[src/rtl/reorder_buffer.sv]
// Reorder buffer: issues tags in order, accepts completions out of order and
// retires completed entries strictly in allocation order.
module reorder_buffer #(
    parameter int WID   = 32,
    parameter int DEPTH = 8,
    parameter int AWID  = $clog2(DEPTH)
) (
    input  logic            clk,
    input  logic            rst_n,
    input  logic            softreset,
    input  logic            alloc_req,
    output logic            alloc_gnt,
    output logic [AWID:0]   alloc_tag,
    input  logic            cmpl_vld,
    input  logic [AWID:0]   cmpl_tag,
    input  logic [WID-1:0]  cmpl_data,
    output logic            dout_vld,
    input  logic            dout_rdy,
    output logic [WID-1:0]  dout,
    output logic            full,
    output logic            empty,
    output logic [15:0]     count,
    output logic            err_unalloc,
    output logic            err_dup
);

    // Tags carry one extra wrap bit so that full and empty are distinguishable.
    localparam logic [AWID:0] L_DEPTH = (AWID+1)'(DEPTH);
    localparam logic [AWID:0] L_ONE   = {{AWID{1'b0}}, 1'b1};

    logic [AWID:0]    r_head;
    logic [AWID:0]    r_tail;
    logic [DEPTH-1:0] r_done;
    logic [WID-1:0]   r_data [DEPTH];
    logic             r_err_unalloc;
    logic             r_err_dup;

    logic [AWID:0]    w_occ;
    logic             w_full;
    logic             w_empty;
    logic             w_gnt;
    logic [AWID-1:0]  w_head_slot;
    logic [AWID-1:0]  w_tail_slot;
    logic [AWID-1:0]  w_cmpl_slot;
    logic [AWID:0]    w_cmpl_off;
    logic             w_cmpl_inwin;
    logic             w_cmpl_slot_done;
    logic             w_cmpl_acc;
    logic             w_cmpl_dup;
    logic             w_cmpl_unalloc;
    logic             w_vld;
    logic             w_retire;
    logic [DEPTH-1:0] w_done_nxt;

    // Occupancy and status are derived only from registered pointers, so a
    // grant is judged against the pre-retire fullness of this cycle.
    assign w_occ       = r_tail - r_head;
    assign w_full      = (w_occ == L_DEPTH);
    assign w_empty     = (w_occ == '0);
    assign w_gnt       = alloc_req && !w_full;
    assign w_head_slot = r_head[AWID-1:0];
    assign w_tail_slot = r_tail[AWID-1:0];

    // A completion is in the window when its distance from head is below the
    // registered occupancy; a tag granted this very cycle is therefore outside.
    assign w_cmpl_slot      = cmpl_tag[AWID-1:0];
    assign w_cmpl_off       = cmpl_tag - r_head;
    assign w_cmpl_inwin     = (w_cmpl_off < w_occ);
    assign w_cmpl_slot_done = r_done[w_cmpl_slot];
    assign w_cmpl_acc       = cmpl_vld &&  w_cmpl_inwin && !w_cmpl_slot_done;
    assign w_cmpl_dup       = cmpl_vld &&  w_cmpl_inwin &&  w_cmpl_slot_done;
    assign w_cmpl_unalloc   = cmpl_vld && !w_cmpl_inwin;

    assign w_vld    = !w_empty && r_done[w_head_slot];
    assign w_retire = w_vld && dout_rdy;

    assign alloc_gnt   = w_gnt;
    assign alloc_tag   = r_tail;
    assign dout_vld    = w_vld;
    assign dout        = r_data[w_head_slot];
    assign full        = w_full;
    assign empty       = w_empty;
    assign count       = 16'(w_occ);
    assign err_unalloc = r_err_unalloc;
    assign err_dup     = r_err_dup;

    // Next done-bit vector: grant, completion and retire each touch a distinct slot.
    always_comb begin
        w_done_nxt = r_done;
        if (w_retire) begin
            w_done_nxt[w_head_slot] = 1'b0;
        end
        if (w_gnt) begin
            w_done_nxt[w_tail_slot] = 1'b0;
        end
        if (w_cmpl_acc) begin
            w_done_nxt[w_cmpl_slot] = 1'b1;
        end
    end

    // Control state: pointers, done bits and error pulses; softreset overrides all.
    always_ff @(posedge clk or negedge rst_n) begin
        if (!rst_n) begin
            r_head        <= '0;
            r_tail        <= '0;
            r_done        <= '0;
            r_err_unalloc <= 1'b0;
            r_err_dup     <= 1'b0;
        end else if (softreset) begin
            r_head        <= '0;
            r_tail        <= '0;
            r_done        <= '0;
            r_err_unalloc <= 1'b0;
            r_err_dup     <= 1'b0;
        end else begin
            if (w_gnt) begin
                r_tail <= r_tail + L_ONE;
            end
            if (w_retire) begin
                r_head <= r_head + L_ONE;
            end
            r_done        <= w_done_nxt;
            r_err_unalloc <= w_cmpl_unalloc;
            r_err_dup     <= w_cmpl_dup;
        end
    end

    // Payload storage is never reset; content is only meaningful once done is set.
    always_ff @(posedge clk) begin
        if (w_cmpl_acc && !softreset) begin
            r_data[w_cmpl_slot] <= cmpl_data;
        end
    end

endmodule

[config.mk]
export PLATFORM = sky130hd
export DESIGN_NAME = reorder_buffer
export DESIGN_NICKNAME = d
export VERILOG_FILES = /design/src/rtl/reorder_buffer.sv
export SDC_FILE = /design/constraint.sdc
export NUM_CORES = 1
export LEC_CHECK = 0
export ABC_AREA = 0
export CORE_ASPECT_RATIO = 0.5
export CORE_MARGIN = 2
export CORE_UTILIZATION = 44
export DETAILED_ROUTE_END_ITERATION = 10
export GPL_TIMING_DRIVEN = 0
export PLACE_DENSITY = 0.76
export REMOVE_ABC_BUFFERS = 1
export SLEW_MARGIN = 20
export SYNTH_ARGS = -nofsm -noshare
export SYNTH_HDL_FRONTEND = slang
export SYNTH_SLANG_ARGS = --single-unit
[constraint.sdc]
create_clock -name clk -period 5.3 [get_ports clk]
set_input_delay 1.325 -clock clk [delete_from_list [all_inputs] [get_ports clk]]
set_output_delay 1.325 -clock clk [all_outputs]
set_load 0.05 [all_outputs]
# Word-level counts from Yosys, hierarchy flattened
# Memories as Yosys holds them, arrays and structs flattened.
# Index checks and enable logic that the tools add are counted.
# totals
register_bits	18
latch_bits	0
ramBits	256
rom_bits	0
in_bits	42
output_inout_bits	58
n_memories	1
# memory_table
memory	words	word_bits	read_ports	rd_clocked_by_memory_dff	wr	line	text
r_data	8	32	1	0	1	34	logic [WID-1:0] r_data [DEPTH];
# op_classes
addsub	4
n_mul	0
n_div	0
magnitude_cmp	7
n_eq_ne	1
shift	0
n_mux	22
bitwise	5
reduce_logical	19
# ops
op	count
two-way mux 8 bit	4
bitwise AND 8 bit	2
two-way mux 4 bit	4
inverter 8 bit	2
less-than comparator 3 x 4 -> 1 bit, second input constant	3
logical AND 1 bit	11
demux 1 bit (select 3 bit)	3
greater-or-equal comparator 3 x 1 -> 1 bit, second input constant	3
two-way mux 1 bit	9
adder 4 x 1 -> 4 bit, second input constant	2
OR 8 bit	1
subtractor 4 bit	2
binary-select mux 1 bit (select 3 bit)	2
logical NOT 1 bit	5
equality test 4 bit, second input constant	1
logical NOT 4 bit	1
less-than comparator 4 bit	1
nonzero test 2 bit	2

# Logic depth before layout (Yosys ltp)
# Gate-level depths: netlist of run 1.
# logic_depth
depth_word	12
ltp_mapped	12
mapped_depth_nobuf	12

# Least setup slack after synthesis of run 1
# No wires, ideal clock.
# synth_path
kind	register to output
startpoint	reg r_tail[0] (netlist: alloc_tag[0])
endpoint	out dout_vld
arrival_ns	3.721
slack_ns	0.254
path_stages_with_launch	10
path_buffers	1
path_cell_list	dfrtp_1 -> inv_1 -> ha_1 -> inv_1 -> fa_1 -> inv_1 -> nand3_1 -> o21ba_1 -> buf_2 -> nor3b_1
# synth_between
elab_chain_cells	4
# synth_rtl
item	line	text
start: declaration	32	logic [AWID:0] r_tail;
start signal: assignment	117	r_tail <= r_tail + L_ONE;
subtractor 4 bit	57	assign w_occ = r_tail - r_head;
via count[1]	22	output logic [15:0] count,
logical NOT 4 bit	59	assign w_empty = (w_occ == '0);
via empty	21	output logic empty,
logical NOT 1 bit	74	assign w_vld = !w_empty && r_done[w_head_slot];
logical AND 1 bit	74	
end: declaration	17	output logic dout_vld,
# The timed path passes the listed nets, and every way through them passes these cells.

# Worst setup path after layout of run 1
# layout_path
startpoint	reg r_head[2]
endpoint	out dout_vld
# layout_between
elab_chain_cells	4
# layout_rtl
item	line	text
start: declaration	31	logic [AWID:0] r_head;
start signal: assignment	120	r_head <= r_head + L_ONE;
subtractor 4 bit	57	
logical NOT 4 bit	59	
logical NOT 1 bit	74	
logical AND 1 bit *	74	
# Mark *: on every way between the ends. The rest lies on a longest branch, timed or not. The select of a mux whose other input is x is not followed.

==> summary.txt, run 1 <==
Outcome
  – Status: completed

Route
  – Top Metal Used: met5
  – Drt wl/cell: 22.7 um
  – # DRC: 0
  – Antenna-violating nets left: 0
  – DR vias/cell: 5.91
  – WL met2: 11600 um
  – Iteration-0 DRC Markers: 603
  – Metal3 WL: 1670 um
  – Final wirelength: 24200 um
  – DR vias: 6290
  – DR pass1 iterations: 5
  – Met1 WL: 10400 um

STA
  – Fmax: 0.198 GHz
  – Worst rel slew slack: 41.6%
  – Final setup fails: 0
  – RSZ-0062 raised after global routing: no
  – Final WS setup: 0.244 ns
  – Worst Skew: 0.0106 ns
  – Fin crit period: 5.06 ns
  – Setup TNS Final: 0 ns
  – Worst hold margin: 0.598 ns
  – Max-slew violations: 0
  – Worst slew pin tran: 0.873 ns
  – Final Hold Vio Count: 0
  – Final cycle utilization of the critical path: 95.4%

Power and ir drop
  – Final Power: 4.48 mW
  – Maximum vdd ir drop: 0.231 mV
  – Leakage power: 4.25 nW
  – Pwr/cell area: 344 mW/mm2

Placement
  – Post-DP Area: 0.0122 mm2
  – Cells after DPL: 1019
  – Final GP Congestion: 0.849
  – Number of port buffers: 87
  – Post-DP HPWL: 14900 um
  – Setup Slack @ Placement: 0.00952 ns

Cells and area
  – Nets: 786
  – Design Area, Final: 0.0130 mm2
  – Register area: 0.00814 mm2
  – Multi-input logic area: 0.00233 mm2
  – Diodes inserted: 0
  – Core Util, Final: 54.5%
  – # fillers: 1787
  – Non-Filler Instances: 1065
  – Syn-to-layout area delta: 22.3%
  – Share of layout cells above drive strength 1: 12.0%

Global routing
  – Grt ovf: 0
  – Vias in the first global route: 6107
  – First-pass GRT wire length: 36100 um
  – Total track usage: 18.7%
  – Largest net degree at the start of global routing: 28
  – Initial antenna violation count: 1

Yosys
  – Mapped Cells: 624
  – Post-synth top flop: edfxtp_1
  – Flops & latches, synth: 274
  – Post-synthesis sequential area ratio: 76.5%
  – Synth warn: 0
  – Mapped cell area: 0.0106 mm2
  – Post-synth cell types: 55
  – Post-synth EDFFs: 256
  – Async SR Flop Fraction: 6.57%
  – Avg Inst Size Synth: 17.0 um2

Worst setup path
  – Required @ worst endpoint: 3.97 ns
  – Crit start category: register
  – Setup Crit Path Kind: reg -> out
  – Critical path arrival: 3.73 ns
  – CP Max Fanout: 11
  – CP endpoint kind: primary output

Floorplan
  – Io pins: 100
  – DIE WIDTH: 224 um
  – Die area: 0.0255 mm2
  – CORE AREA: 0.0239 mm2
  – Row count: 40
  – Initial Util: 44.5%
  – Die height: 114 um

CTS
  – Clock Tree Buf Depth: 3
  – H-tree depth: 1
  – Sink Count: 274
  – Setup Buffers After CTS: 0
  – Skew-Pair Late Insertion Delay: 0.54 ns
  – Root Driver: clkbuf_16
  – CTS Hold Bufs: 0
  – Resized Gates After CTS: 0
  – TritonCTS clock tree: yes
  – Clock edge transition at the registers on the reported setup and hold paths: 0.07 ns
  – CTS buffer count: 25

Job
  – MaxCap Viol Count: 0

Worst hold path
  – Tightest Hold Check Type: reg -> reg
[flip-flops by register name, indices dropped and copies added (netlist names)]
signal and count:
r_head 4, r_done 8, err_unalloc 1, err_dup 1
r_data 256, alloc_tag 4
[cell families (layout without fill, tap and decap cells)]
kind of cell,after synthesis,after routing,share of synthesized area (%)
flops,274,274,76.5
compound gates,162,162,11.9
simple gates,97,97,5.32
buf+inv,61,176,2.62
fa+ha+maj,13,13,1.67
mux,10,10,1.42
xor+xnor,6,6,0.494
other cells,1,12,0.0353
[cells in the final DEF (no fill, tap or decap), types with 3 or more instances in the layout]
cell and n:
buf_12 6, ha_1 11, conb_1 12, clkbuf_16 25
nor2b_1 5, clkinv_1 3, mux2_1 5, nand2_1 11
nand4_1 33, nor4b_1 4, a22oi_1 130, xnor2_1 4
edfxtp_1 256, o311ai_0 4, nor2_1 9, buf_4 10
or2_1 4, nand2b_1 4, o22ai_1 3, nor2_4 5
dfrtp_1 18, nor3_2 4, clkdlybuf4s50_1 86, inv_2 5
clkbuf_1 7, a21oi_1 6, inv_1 12, clkinv_2 4
buf_16 6, or3_1 3, nand3_1 3
[Yosys cell counts, drive strengths merged (2+ instances only)]
library cell	n	share of area, %
o21ai	2	0.094
a21oi	6	0.28
nor3	7	0.48
clkbuf	28	0.99
o22ai	3	0.18
xor2	2	0.16
o41ai	2	0.16
buf	16	1.0
mux2i	3	0.40
nand2	11	0.39
ha	11	1.3
and2	2	0.12
o211ai	2	0.14
or2	5	0.29
edfxtp	256	72
o2111ai	2	0.39
nand2b	4	0.24
nor4b	4	0.33
a22oi	132	9.4
or3	3	0.18
o311ai	4	0.33
xnor2	4	0.33
mux2	5	0.53
nand3	3	0.14
o31ai	2	0.27
mux4	2	0.49
fa	2	0.38
dfrtp	18	4.2
nor2b	5	0.29
inv	17	0.60
nand4	33	1.9
nor2	14	0.49
[worst max-delay path, stage by stage, from the launching register on]
cell and delay [ns]:
dfrtp_1 0.65, inv_1 0.29, ha_1 0.39, a21oi_1 0.20, a21oi_1 0.18, o21ba_2 0.34, nor3b_1 0.28, clkdlybuf4s50_1 0.87
[where the power goes]
group          total [mW]  switching (mW)  leakage, nW  internal [mW]
Sequential           2.41          0.0148         2.55           2.39
Combinational       0.306           0.205         1.31          0.100
Clock                1.77           0.780        0.392          0.986
[layer usage]
layer  global-route usage (%)  vias to the layer above
met5                        0                        -
met4                     4.76                        2
met3                     2.91                       53
met2                     31.0                      300
met1                     26.3                     3181
li1                         -                     2754
[worst paths after layout]
path	from	end	slack, ns	depth (start not counted)
max	r_head[2]	dout_vld	0.24	7
min	alloc_tag[3]	alloc_tag[3]	0.60	2
max reg2reg	r_head[2]	r_data[3][10]	0.75	11
min reg2reg	alloc_tag[3]	alloc_tag[3]	0.60	2
max in group asynchronous	rst_n	r_done[7]	3.47	1
min in group asynchronous	rst_n	r_done[6]	1.29	1
[cell type report]
class,count,area share (%)
Clock buffer,32,5.01
Clock inverter,14,1.15
Inverter,17,0.490
Multi-Input combinational cell,300,17.9
Sequential cell,274,62.6
Tap cell,315,3.03
Timing Repair Buffer,113,9.89
Power figures use the tool's default switching activity.
==> run 2: changes to the inputs <==
--- a/config.mk
+++ b/config.mk
@@ -10,9 +10,10 @@
 export CORE_MARGIN = 2
 export CORE_UTILIZATION = 44
 export DETAILED_ROUTE_END_ITERATION = 10
+export GPL_ROUTABILITY_DRIVEN = 1
 export GPL_TIMING_DRIVEN = 0
 export PLACE_DENSITY = 0.76
-export REMOVE_ABC_BUFFERS = 1
+export RECOVER_POWER = 50
 export SLEW_MARGIN = 20
 export SYNTH_ARGS = -nofsm -noshare
 export SYNTH_HDL_FRONTEND = slang
==> run 2 against run 1 <==
Non-clock buffer count grew 28. Clock-buffer cell count shrank 1. Fmax shrank 1.5%. Combinational power shrank 1%. Setup slack lost 0.078 ns. Utilization shrank 0.49 points. Critical path depth is the same. Sequential share of layout area grew 0.56 points. Critical path type unchanged. Critical endpoint is now dout[0]. Highest routed layer is now met4.
==> summary.txt, run 2 (same netlist as run 1, synthesis figures left out) <==
Global routing
  – First-pass GRT wire length: 37300 um
  – Total track usage: 19.7%
  – Grt ovf: 0
  – Largest net degree at the start of global routing: 26
  – Vias in the first global route: 6312
  – Initial antenna violation count: 1

Worst hold path
  – Tightest Hold Check Type: reg -> reg

CTS
  – Clock edge transition at the registers on the reported setup and hold paths: 0.07 ns
  – Skew-Pair Late Insertion Delay: 0.53 ns
  – Root Driver: clkbuf_16
  – H-tree depth: 1
  – Clock Tree Buf Depth: 3
  – CTS buffer count: 25
  – CTS Hold Bufs: 0
  – TritonCTS clock tree: yes
  – Sink Count: 274

Worst setup path
  – Required @ worst endpoint: 3.97 ns
  – Critical path arrival: 3.81 ns
  – CP peak stage delay: 0.83 ns
  – CP Max Fanout: 10
  – CP endpoint kind: primary output
  – Setup Crit Path Kind: reg -> out
  – Crit start category: register
  – CP Cell Sequence: buf_2 -> inv_1 -> nor3_2 -> clkbuf_1 -> a22oi_1 -> nand4_1 -> clkdlybuf4s50_1
  – Worst path slowest cell: clkdlybuf4s50_1

Route
  – Antenna-violating nets left: 0
  – Iteration-0 DRC Markers: 694
  – DR pass1 iterations: 7
  – DR vias: 6415
  – Drt wl/cell: 23.3 um
  – Final wirelength: 25400 um
  – DR vias/cell: 5.89
  – # DRC: 0

Outcome
  – Status: completed

Floorplan
  – DIE WIDTH: 224 um
  – CORE AREA: 0.0239 mm2
  – Io pins: 100
  – Die area: 0.0255 mm2
  – Initial Util: 44.5%
  – Row count: 40
  – Die height: 114 um

Power and ir drop
  – Maximum vdd ir drop: 0.208 mV
  – Pwr/cell area: 339 mW/mm2
  – Leakage power: 4.26 nW

STA
  – Fin crit period: 5.13 ns
  – RSZ-0062 raised after global routing: no
  – Max-slew violations: 0
  – Worst slew pin tran: 1.02 ns
  – Final setup fails: 0
  – Fmax: 0.195 GHz
  – Final cycle utilization of the critical path: 96.9%
  – Worst hold margin: 0.605 ns
  – Worst Skew: 0.0148 ns
  – Worst rel slew slack: 32.3%
  – Final Hold Vio Count: 0

Cells and area
  – Syn-to-layout area delta: 21.2%
  – Share of layout cells above drive strength 1: 9.57%
  – Nets: 814
  – Top Registers: r_data (256), r_done (8)
  – # fillers: 1768
  – Commonest non-fill, non-tap cell in the layout: edfxtp_1
  – Largest Register: r_data
  – Most used cells in the layout excluding fill and tap cells: edfxtp_1 (256), a22oi_1 (130), clkdlybuf4s50_1 (45)
  – Max reg flops: 256
  – Non-Filler Instances: 1089

Job
  – MaxCap Viol Count: 0

Placement
  – Final GP Congestion: 0.796
  – Number of port buffers: 87
  – Post-DP HPWL: 16100 um
  – Cells after DPL: 1047
[run 2: cell type report]
cell class | instances | area, um2 | share of cell area, %
flip-flops and latches | 274 | 8140 | 63.1
multi-input cells | 300 | 2260 | 17.5
repair buffers | 97 | 1080 | 8.39
clock buffers | 31 | 648 | 5.03
well taps | 315 | 394 | 3.06
plain buffers | 44 | 218 | 1.69
clock inverters | 10 | 90.1 | 0.699
inverters | 17 | 63.8 | 0.495
diodes | 1 | 2.50 | 0.0194
[run 2: routing by layer]
metal | GRT usage (%) | up-vias | share of wire [%]
met5 | 0 | - | 0
li1 | - | 2806 | -
met3 | 4.07 | 58 | 9.0
met2 | 32.5 | 330 | 47
met4 | 7.24 | 0 | 2.8
met1 | 26.3 | 3221 | 41
[run 2: timing repair]
action,in CTS,in global routing
gates resized for setup,1,4
cloned,0,0
setup buffers,0,0
setup endpoints to repair,6,5
[run 2: where the power goes]
group / switching [mW] / total [mW] / internal (mW)
registers: 0.0144 / 2.41 / 2.39
clock network: 0.743 / 1.66 / 0.916
logic: 0.203 / 0.302 / 0.0986
total: 0.960 / 4.37 / 3.41
[run 2: worst max-delay path, delay by kind of cell, from the launching register on]
| family | cells | cell delay [ns] |
|---|---|---|
| flops | 1 | 0.34 |
| buf+inv | 4 | 2.03 |
| simple gates | 2 | 0.66 |
| compound gates | 1 | 0.26 |
[run 2: final timing paths]
| path | slack, ns | end | cells after the start | from |
|---|---|---|---|---|
| min in group asynchronous | 1.36 | alloc_tag[3] | 1 | rst_n |
| min reg2reg | 0.60 | r_done[2] | 2 | r_done[2] |
| min | 0.60 | r_done[2] | 2 | r_done[2] |
| max | 0.17 | dout[0] | 7 | r_head[2] |
| max reg2reg | 0.90 | r_data[0][21] | 12 | r_head[2] |
| max in group asynchronous | 3.40 | r_head[1] | 1 | rst_n |
[run 2: per-stage QoR]
| step | power (mW) | cell area [um2] | setup TNS [ns] | utilization [%] | setup WS (ns) |
|---|---|---|---|---|---|
| after global routing | 4.49 | 12900 | 0 | 54.0 | 0.0126 |
| after CTS | 4.39 | 12900 | 0 | 54.1 | 0.167 |
| after floorplan | 2.63 | 10700 | 0 | - | 0.254 |
| after global placement | 2.75 | 11900 | -272.33 | 50.0 | -1.70 |
| after detailed placement | 2.77 | 12200 | -1.07 | 51.0 | -0.0320 |
| final | 4.37 | 12900 | 0 | 54.0 | 0.166 |
